**src/rtl/rxmac_to_ll_fifo.sv**
```systemverilog
// Rx MAC byte stream to LocalLink bridge. A small first-word-fall-through FIFO absorbs
// LocalLink backpressure; overruns and MAC errors close the frame with an error EOF.
module rxmac_to_ll_fifo #(
    parameter int DWIDTH = 8,
    parameter int AWIDTH = 4,
    parameter int CNT_W  = 16
) (
    input  logic              clk,
    input  logic              reset,
    input  logic              clear,
    input  logic [DWIDTH-1:0] rx_data,
    input  logic              rx_valid,
    input  logic              rx_error,
    input  logic              rx_ack,
    output logic [DWIDTH-1:0] ll_data,
    output logic              ll_sof,
    output logic              ll_eof,
    output logic              ll_error,
    output logic              ll_src_rdy,
    input  logic              ll_dst_rdy,
    output logic [AWIDTH:0]   fifo_level,
    output logic [CNT_W-1:0]  frame_cnt,
    output logic [CNT_W-1:0]  err_cnt,
    output logic [CNT_W-1:0]  ovr_cnt
);

    localparam int EW = DWIDTH + 3;
    localparam int DEPTH = 2 ** AWIDTH;
    localparam logic [AWIDTH:0] FULL_LVL = {1'b1, {AWIDTH{1'b0}}};

    typedef enum logic [1:0] {
        ST_IDLE   = 2'd0,
        ST_ACTIVE = 2'd1,
        ST_TERM   = 2'd2,
        ST_DROP   = 2'd3
    } state_t;

    logic [EW-1:0]     mem_r [0:DEPTH-1];
    logic [AWIDTH-1:0] wr_ptr_r;
    logic [AWIDTH-1:0] rd_ptr_r;
    logic [AWIDTH:0]   level_r;
    state_t            state_r;
    state_t            state_nxt_s;

    logic              srst_s;
    logic              full_s;
    logic              empty_s;
    logic              rd_en_s;
    logic              wr_en_s;
    logic [EW-1:0]     wr_word_s;
    logic [EW-1:0]     head_s;
    logic              inc_frame_s;
    logic              inc_err_s;
    logic              inc_ovr_s;
    logic [CNT_W-1:0]  frame_cnt_r;
    logic [CNT_W-1:0]  err_cnt_r;
    logic [CNT_W-1:0]  ovr_cnt_r;

    // Entry layout, MSB first: sof, eof, err, data.
    function automatic logic [EW-1:0] pack_entry(
        input logic              sof,
        input logic              eof,
        input logic              err,
        input logic [DWIDTH-1:0] data
    );
        pack_entry = {sof, eof, err, data};
    endfunction

    function automatic logic [CNT_W-1:0] sat_inc(
        input logic [CNT_W-1:0] cnt,
        input logic             inc
    );
        if (inc && (cnt != {CNT_W{1'b1}})) begin
            sat_inc = cnt + CNT_W'(1);
        end else begin
            sat_inc = cnt;
        end
    endfunction

    assign srst_s  = reset | clear;
    assign full_s  = (level_r == FULL_LVL);
    assign empty_s = (level_r == {(AWIDTH+1){1'b0}});
    assign rd_en_s = ~empty_s & ll_dst_rdy;
    assign head_s  = mem_r[rd_ptr_r];

    // Frame FSM: next state, FIFO write request and counter increments.
    always_comb begin
        state_nxt_s = state_r;
        wr_en_s     = 1'b0;
        wr_word_s   = {EW{1'b0}};
        inc_frame_s = 1'b0;
        inc_err_s   = 1'b0;
        inc_ovr_s   = 1'b0;
        case (state_r)
            ST_IDLE: begin
                if (rx_valid && !full_s) begin
                    wr_en_s   = 1'b1;
                    wr_word_s = pack_entry(1'b1, rx_ack, 1'b0, rx_data);
                    if (rx_ack) begin
                        inc_frame_s = 1'b1;
                        state_nxt_s = ST_IDLE;
                    end else begin
                        state_nxt_s = ST_ACTIVE;
                    end
                end else if (rx_valid) begin
                    inc_ovr_s   = 1'b1;
                    state_nxt_s = ST_DROP;
                end else begin
                    state_nxt_s = ST_IDLE;
                end
            end
            ST_ACTIVE: begin
                if (rx_error || !rx_valid) begin
                    inc_err_s   = 1'b1;
                    state_nxt_s = ST_TERM;
                end else if (full_s) begin
                    inc_ovr_s   = 1'b1;
                    state_nxt_s = ST_TERM;
                end else begin
                    wr_en_s   = 1'b1;
                    wr_word_s = pack_entry(1'b0, rx_ack, 1'b0, rx_data);
                    if (rx_ack) begin
                        inc_frame_s = 1'b1;
                        state_nxt_s = ST_IDLE;
                    end else begin
                        state_nxt_s = ST_ACTIVE;
                    end
                end
            end
            ST_TERM: begin
                // The closing error EOF waits for space; a read in the full cycle does not help.
                if (!full_s) begin
                    wr_en_s     = 1'b1;
                    wr_word_s   = pack_entry(1'b0, 1'b1, 1'b1, {DWIDTH{1'b0}});
                    state_nxt_s = ST_DROP;
                end else begin
                    state_nxt_s = ST_TERM;
                end
            end
            ST_DROP: begin
                if (!rx_valid && !rx_error) begin
                    state_nxt_s = ST_IDLE;
                end else begin
                    state_nxt_s = ST_DROP;
                end
            end
            default: begin
                state_nxt_s = ST_IDLE;
            end
        endcase
    end

    // FSM state register.
    always_ff @(posedge clk) begin
        if (srst_s) begin
            state_r <= ST_IDLE;
        end else begin
            state_r <= state_nxt_s;
        end
    end

    // FIFO pointers and occupancy.
    always_ff @(posedge clk) begin
        if (srst_s) begin
            wr_ptr_r <= {AWIDTH{1'b0}};
            rd_ptr_r <= {AWIDTH{1'b0}};
            level_r  <= {(AWIDTH+1){1'b0}};
        end else begin
            if (wr_en_s) begin
                wr_ptr_r <= wr_ptr_r + AWIDTH'(1);
            end
            if (rd_en_s) begin
                rd_ptr_r <= rd_ptr_r + AWIDTH'(1);
            end
            level_r <= level_r + {{AWIDTH{1'b0}}, wr_en_s} - {{AWIDTH{1'b0}}, rd_en_s};
        end
    end

    // FIFO storage; contents are don't-care while empty, so no reset.
    always_ff @(posedge clk) begin
        if (wr_en_s) begin
            mem_r[wr_ptr_r] <= wr_word_s;
        end
    end

    // Saturating statistics counters.
    always_ff @(posedge clk) begin
        if (srst_s) begin
            frame_cnt_r <= {CNT_W{1'b0}};
            err_cnt_r   <= {CNT_W{1'b0}};
            ovr_cnt_r   <= {CNT_W{1'b0}};
        end else begin
            frame_cnt_r <= sat_inc(frame_cnt_r, inc_frame_s);
            err_cnt_r   <= sat_inc(err_cnt_r, inc_err_s);
            ovr_cnt_r   <= sat_inc(ovr_cnt_r, inc_ovr_s);
        end
    end

    assign ll_data    = head_s[DWIDTH-1:0];
    assign ll_error   = head_s[DWIDTH];
    assign ll_eof     = head_s[DWIDTH+1];
    assign ll_sof     = head_s[DWIDTH+2];
    assign ll_src_rdy = ~empty_s;
    assign fifo_level = level_r;
    assign frame_cnt  = frame_cnt_r;
    assign err_cnt    = err_cnt_r;
    assign ovr_cnt    = ovr_cnt_r;

endmodule
```
**config.mk**
```make
export PLATFORM = sky130hd
export DESIGN_NAME = rxmac_to_ll_fifo
export DESIGN_NICKNAME = d
export VERILOG_FILES = /design/src/rtl/rxmac_to_ll_fifo.sv
export SDC_FILE = /design/constraint.sdc
export NUM_CORES = 1
export LEC_CHECK = 0
export BUFFER_PORTS_ARGS = -buffer_cell sky130_fd_sc_hd__buf_2
export CORE_MARGIN = 5
export CORE_UTILIZATION = 45
export CTS_CLUSTER_DIAMETER = 80
export CTS_CLUSTER_SIZE = 8
export DETAILED_ROUTE_END_ITERATION = 8
export GPL_TIMING_DRIVEN = 0
export PLACE_DENSITY_LB_ADDON = 0.15
export SETUP_SLACK_MARGIN = 0.05
export SLEW_MARGIN = 20
export SYNTH_ARGS = -nofsm -noshare
export SYNTH_HDL_FRONTEND = slang
export SYNTH_SLANG_ARGS = --single-unit
```
**constraint.sdc**
```tcl
create_clock -name clk -period 3.5 [get_ports clk]
set_input_delay 0.35 -clock clk [delete_from_list [all_inputs] [get_ports clk]]
set_output_delay 0.35 -clock clk [all_outputs]
set_load 0.01 [all_outputs]
```
==> flow_summary.yaml, run 1 <==
worst_setup_path:
  cp_top_family: "buffers and inverters"
  r2r_end: "fifo_level[4]"
  cp_data_arrival_time_ns: 2.87
  critical_path_buf_inv_count: 3
  crit_end: "ll_error"
  worstSetupPathType: "reg -> out"
  cp_max_fo: 10
  r2r_slack_ns: 0.32
  cp_data_required_time_ns: 3.15
  r2r_cells: 16
  worstReg2RegStart: "fifo_level[2]"
  cp-start-kind: "register"
  crit_top_cell: "mux4_2"
  critical_path_depth: 5
  slowest_stage: "clkdlybuf4s15_2"
  slowest_delay_ns: 0.55
  end_kind: "output pin"
  crit_chain: "clkbuf_1 -> clkdlybuf4s15_2 -> mux4_2 -> mux4_2 -> buf_2"
yosys:
  async_flop_share_pct: 0
  syn_nets: 695
  synth.area.top_cells: "edfxtp_1 52%, dfxtp_1 13%, mux4_2 12%, xnor2_1 3.1%, nor2_1 2.6%"
  synth_cells: 665
  synth_most_common_cell: "edfxtp_1"
  synth_area_leader_cell: "edfxtp_1"
  ys_ff_latch: 243
  syn-cell-area_mm2: 0.01013
  synth_cell_types: 49
  synth-edff-count: 176
  netlist_top_cells_count: "176 x edfxtp_1, 70 x nor2_1, 67 x dfxtp_1, 55 x mux4_2, 36 x xnor2_1"
  syn_avg_cell_area_um2: 15.23
  ys_warn_count: 0
  yosysSeqAreaShare_pct: 65.43
  yosysTopAreaCellShare_pct: 52.19
  yosys_most_used_dff: "edfxtp_1"
pwr:
  p_sw_w: 0.001777
  p_total_w: 0.007302
  peakVddDrop_mv: 0.3260
  p_sw_share_pct: 24.34
  power_frac_clock_pct: 41.2
  cellInternalPower_w: 0.005525
  leakage_nw: 4.005
  p_seq_share_pct: 45.1
  combPwrFrac_pct: 13.8
  p_per_area_mw_per_mm2: 609.5
timing:
  setup_viol: 0
  maxSlewViolCount: 0
  rsz0062_at_grt: "false"
  worstMarginPinSlew_ns: 0.9916
  fin_crit_sh_pct: 91.88
  fin_crit_ns: 3.216
  hold_viol: 0
  clock-skew-final_ns: 0.01835
  fmax_ghz: 0.3110
  whs_ns: 0.1694
  relSlewSlack_pct: 33.89
hold_path:
  holdPathStages: 3
  hp-class: "in -> reg"
drt:
  firstDrtPassIters: 5
  avgRoutedWirePerCell_um: 21.94
  vias_per_cell: 5.696
  dr_total_vias: 6129
  drt_wl_total_um: 23610
  drc: 0
  drt-initial-drc-count: 446
  drtAntennaViolNets: 0
placement:
  post-dp-hpwl_um: 15680
  port_buffers: 79
  dp.cells: 1029
  globalplace.congestion: 0.8491
clocking:
  clock_latency_ns: 0.51
  cts_tree: "done"
  post-cts-setup-buffers: 0
  cts_htree_levels: 2
  path_clk_slew_ns: 0.05
  cts_sinks: 243
  numCtsBuffers: 36
  clockBufferDepth: 3
  cts-root-buf: "clkbuf_16"
  holdBufCountCts: 0
job:
  maxCapViolCount: 0
cells_and_area:
  seqCellArea_mm2: 0.006626
  final_layout_size_suffix_gt1_share_pct: 28.55
  fin_util_pct: 54.56
  nets: 817
  multiInputGateArea_mm2: 0.003368
  nFillCells: 1762
  layoutNonFillerInstCount: 1076
  flow.area_growth_from_synthesis_pct: 18.30
floorplanning:
  num_io_pins: 80
  die_area_mm2: 0.02560
  die_y_um: 160.0
  die_w_um: 160.0
  initial_utilization_pct: 46.12
  fp-row-count: 54
  fp.coreArea_mm2: 0.02196
outcome:
  outcome: "finished clean"
grt:
  first_global_vias: 6430
  grt_use_total_pct: 18.67
  grt_pass1_wl_um: 37010
  overflow: 0
  grt_max_degree: 18
  grt_antenna_before_repair: 1
-- what timing repair did --
action	CTS	global route
pin swaps	0	0
setup endpoints to repair	3	11
gates resized for setup	4	4
-- kinds of logic after synthesis --
| logic type | share of synthesized area, % |
|---|---|
| buffers and inverters | 1.903 |
| AOI/OAI and AO/OA | 2.508 |
| DFF | 65.43 |
| adders and majority gates | 1.927 |
| and+or+nand+nor | 12.06 |
| muxes | 12.63 |
| xor gates and xnor gates | 3.546 |
-- layer usage --
layer	track usage, %	up-vias	part of all wire, %
li1	-	2804	-
met1	24.37	3082	42
met2	31.75	196	50
met3	3.582	45	5.3
met4	5.944	2	2.1
met5	0	-	0.030
-- cells in the final DEF (no fill, tap or decap), types with 18 or more instances in the layout --
cell type,netlist,routed
a21oi_1,20,20
buf_2,3,82
clkbuf_16,0,36
dfxtp_1,67,67
edfxtp_1,176,176
mux4_2,55,55
nand2_1,22,22
nand3_1,25,25
nand4_1,18,18
nor2_1,70,58
xnor2_1,36,36
-- flip-flops by register name (all words and copies together) (netlist names), named ones only --
name,cells
rd_ptr_r,4
err_cnt,16
ovr_cnt,16
wr_ptr_r,4
fifo_level,5
state_r,2
frame_cnt,16
mem_r,176
-- layout make-up --
class | instances | share of cell area (%)
plain buffers | 28 | 1.285
clock inverters | 4 | 0.4595
clock buffers | 42 | 7.708
flip-flops and latches | 243 | 55.31
diodes | 1 | 0.02089
inverters | 15 | 0.4700
repair buffers | 84 | 3.708
multi-input cells | 379 | 28.11
well taps | 280 | 2.924
-- worst min path at each step --
| stage | startpoint | endpoint | slack [ns] |
|---|---|---|---|
| 3_5_place_dp | frame_cnt[11] | frame_cnt[11] | 0.52 |
| 5_1_grt | reset | frame_cnt[11] | 0.19 |
| 2_1_floorplan | rd_ptr_r[3] | register | 0.48 |
| 6_report | reset | frame_cnt[11] | 0.17 |
| 4_1_cts | reset | frame_cnt[11] | 0.14 |
| 3_3_place_gp | err_cnt[14] | err_cnt[14] | 0.50 |
-- worst register-to-register path, delay by kind of cell (launching register included) --
family / cells / cell delay (ns)
flip-flops: 1 / 0.36
buffers and inverters: 6 / 0.57
AND/OR/NAND/NOR: 3 / 0.65
adder cells (fa/ha/maj): 4 / 0.85
AO/OA/AOI/OAI: 3 / 0.69
-- power groups by stage --
| stage | Sequential (W) | Clock, W | Combinational, W |
|---|---|---|---|
| finish | 0.00329 | 0.00301 | 0.00101 |
| global route | 0.00329 | 0.00320 | 0.00111 |
| CTS | 0.00329 | 0.00308 | 0.00103 |
| global placement | 0.00334 | 0 | 0.000969 |
| detailed placement | 0.00334 | 0 | 0.00102 |
| floorplan | 0.00334 | 0 | 0.000676 |
-- metrics by stage --
step	setup slack, ns	cell area, um^2	TNS [ns]
after floorplan	0.6522	10130	0
after global placement	-0.2648	10870	-8.574
after detailed placement	0.3010	10980	0
after CTS	0.04601	11980	0
after global routing	0.07635	11980	0
final	0.2842	11980	0
Power figures use the tool's default switching activity.
==> run 2, diff against run 1 <==
Settings changed: PLACE_DENSITY from default to 0.7, PLACE_DENSITY_LB_ADDON 0.15 to default, SKIP_LAST_GASP from default to 1.
==> run 2 against run 1 <==
  * Count of clock-buffer cells in the layout stayed put
  * Critical path depth did not move
  * Worst setup slack lost 0.063 ns
  * Global-route usage fell by 1.2 points
  * Fmax is 1.9% lower
  * Critical path type unchanged
==> flow_summary.yaml, run 2 (same netlist as run 1, synthesis figures left out) <==
hold_path:
  holdPathStages: 3
  min_to: "err_cnt[9]"
  hp-class: "in -> reg"
  worstHoldStart: "reset"
clocking:
  cts-root-buf: "clkbuf_16"
  cts_sinks: 243
  numCtsBuffers: 36
  cts_tree: "done"
  holdBufCountCts: 0
  clock_latency_ns: 0.51
  post-cts-setup-buffers: 0
  clockBufferDepth: 3
  path_clk_slew_ns: 0.05
  cts_htree_levels: 2
cells_and_area:
  final_layout_size_suffix_gt1_share_pct: 28.14
  nFillCells: 1746
  layout_commonest_cell: "edfxtp_1"
  design_area_mm2: 0.01196
  flow.area_growth_from_synthesis_pct: 18.05
  largest_register_ff_count: 176
  regMostFlops: "mem_r"
  layoutNonFillerInstCount: 1076
  mostFrequentLayoutCells: "176 x edfxtp_1, 82 x buf_2, 67 x dfxtp_1"
  nets: 818
  n_antenna_cell: 0
placement:
  placedInstanceArea_mm2: 0.01096
  port_buffers: 79
  dp.cells: 1030
  globalplace.congestion: 0.8452
  post-dp-hpwl_um: 14560
grt:
  grt_max_degree: 17
  grt_antenna_before_repair: 2
  grt_use_total_pct: 17.43
  first_global_vias: 6130
  grt_pass1_wl_um: 34930
  overflow: 0
worst_setup_path:
  r2r_cells: 16
  r2r_end: "fifo_level[4]"
  end_kind: "output pin"
  cp_max_fo: 10
  cp_data_required_time_ns: 3.15
  worstSetupPathType: "reg -> out"
  r2r_slack_ns: 0.34
  worstReg2RegStart: "fifo_level[2]"
  cp-start-kind: "register"
  cp_data_arrival_time_ns: 2.93
timing:
  rsz0062_at_grt: "false"
  relSlewSlack_pct: 23.31
  fmax_ghz: 0.3049
  setup_viol: 0
  fin_crit_ns: 3.279
  clock-skew-final_ns: 0.01813
  fin_crit_sh_pct: 93.69
  hold_viol: 0
  whs_ns: 0.1446
  maxSlewViolCount: 0
  worstMarginPinSlew_ns: 1.146
job:
  maxCapViolCount: 0
floorplanning:
  fp.coreArea_mm2: 0.02196
  die_w_um: 160.0
  fp-row-count: 54
  die_area_mm2: 0.02560
  die_y_um: 160.0
  initial_utilization_pct: 46.12
  num_io_pins: 80
pwr:
  combPwrFrac_pct: 13.8
  cellInternalPower_w: 0.005529
  p_sw_share_pct: 24.20
  p_seq_share_pct: 45.1
  p_sw_w: 0.001765
  power_frac_clock_pct: 41.1
  leakage_nw: 4.004
  p_total_w: 0.007294
  p_per_area_mw_per_mm2: 610.1
  peakVddDrop_mv: 0.3244
drt:
  avgRoutedWirePerCell_um: 20.46
  vias_per_cell: 5.673
  drt-initial-drc-count: 487
  dr_total_vias: 6104
  drt_wl_total_um: 22020
  firstDrtPassIters: 4
  drc: 0
  drtAntennaViolNets: 0
outcome:
  outcome: "finished clean"
-- run 2: how the worst max path moves through the flow --
stage               endpoint  slack, ns  cells past startpoint
2_1_floorplan  fifo_level[4]       0.65                     15
3_5_place_dp   fifo_level[4]       0.32                     16
5_1_grt        fifo_level[4]       0.06                     16
6_report              ll_eof       0.22                      5
3_3_place_gp     mem_r[1][6]      -0.21                      7
4_1_cts             ll_error       0.11                      5
-- run 2: metrics by stage --
step                util, %  setup slack [ns]  TNS, ns
floorplan                 -            0.6522        0
global placement      49.52           -0.2062   -5.950
detailed placement    49.90            0.3202        0
CTS                   54.34            0.1113        0
global route          54.44           0.05567        0
finish                54.44            0.2208        0
-- run 2: area by class of cell --
cell class | count | area [um^2] | share of cell area, %
clock buffer | 42 | 923.4 | 7.724
clock inverter | 4 | 52.55 | 0.4396
tap | 280 | 350.3 | 2.930
multi-input combinational | 379 | 3363 | 28.13
inverter | 15 | 56.30 | 0.4710
timing repair buffer | 85 | 444.2 | 3.715
sequential | 243 | 6626 | 55.43
buffer | 28 | 138.9 | 1.162
-- run 2: per-layer routing --
layer	routed length (um)	track usage, %
met1	9335	23.48
met2	10700	28.57
met3	1552	3.789
met4	413	5.358
met5	20	0
-- run 2: power groups by stage --
stage | Combinational, W | Sequential, W | Clock [W]
2_1_floorplan | 0.000676 | 0.00334 | 0
3_3_place_gp | 0.000977 | 0.00334 | 0
3_5_place_dp | 0.00102 | 0.00334 | 0
4_1_cts | 0.00103 | 0.00329 | 0.00307
5_1_grt | 0.00111 | 0.00330 | 0.00321
6_report | 0.00101 | 0.00329 | 0.00300
-- run 2: worst max-delay path: stages, from the launching register on --
cell,delay [ns]
dfxtp_1,0.30
clkbuf_1,0.41
clkbuf_1,0.60
mux4_2,0.44
mux4_2,0.51
buf_2,0.17
-- run 2: what timing repair did --
| action | in CTS | in global routing |
|---|---|---|
| endpoints found under the setup margin | 0 | 2 |
| gates resized for setup | 0 | 2 |
| hold endpoints to repair | 0 | 0 |
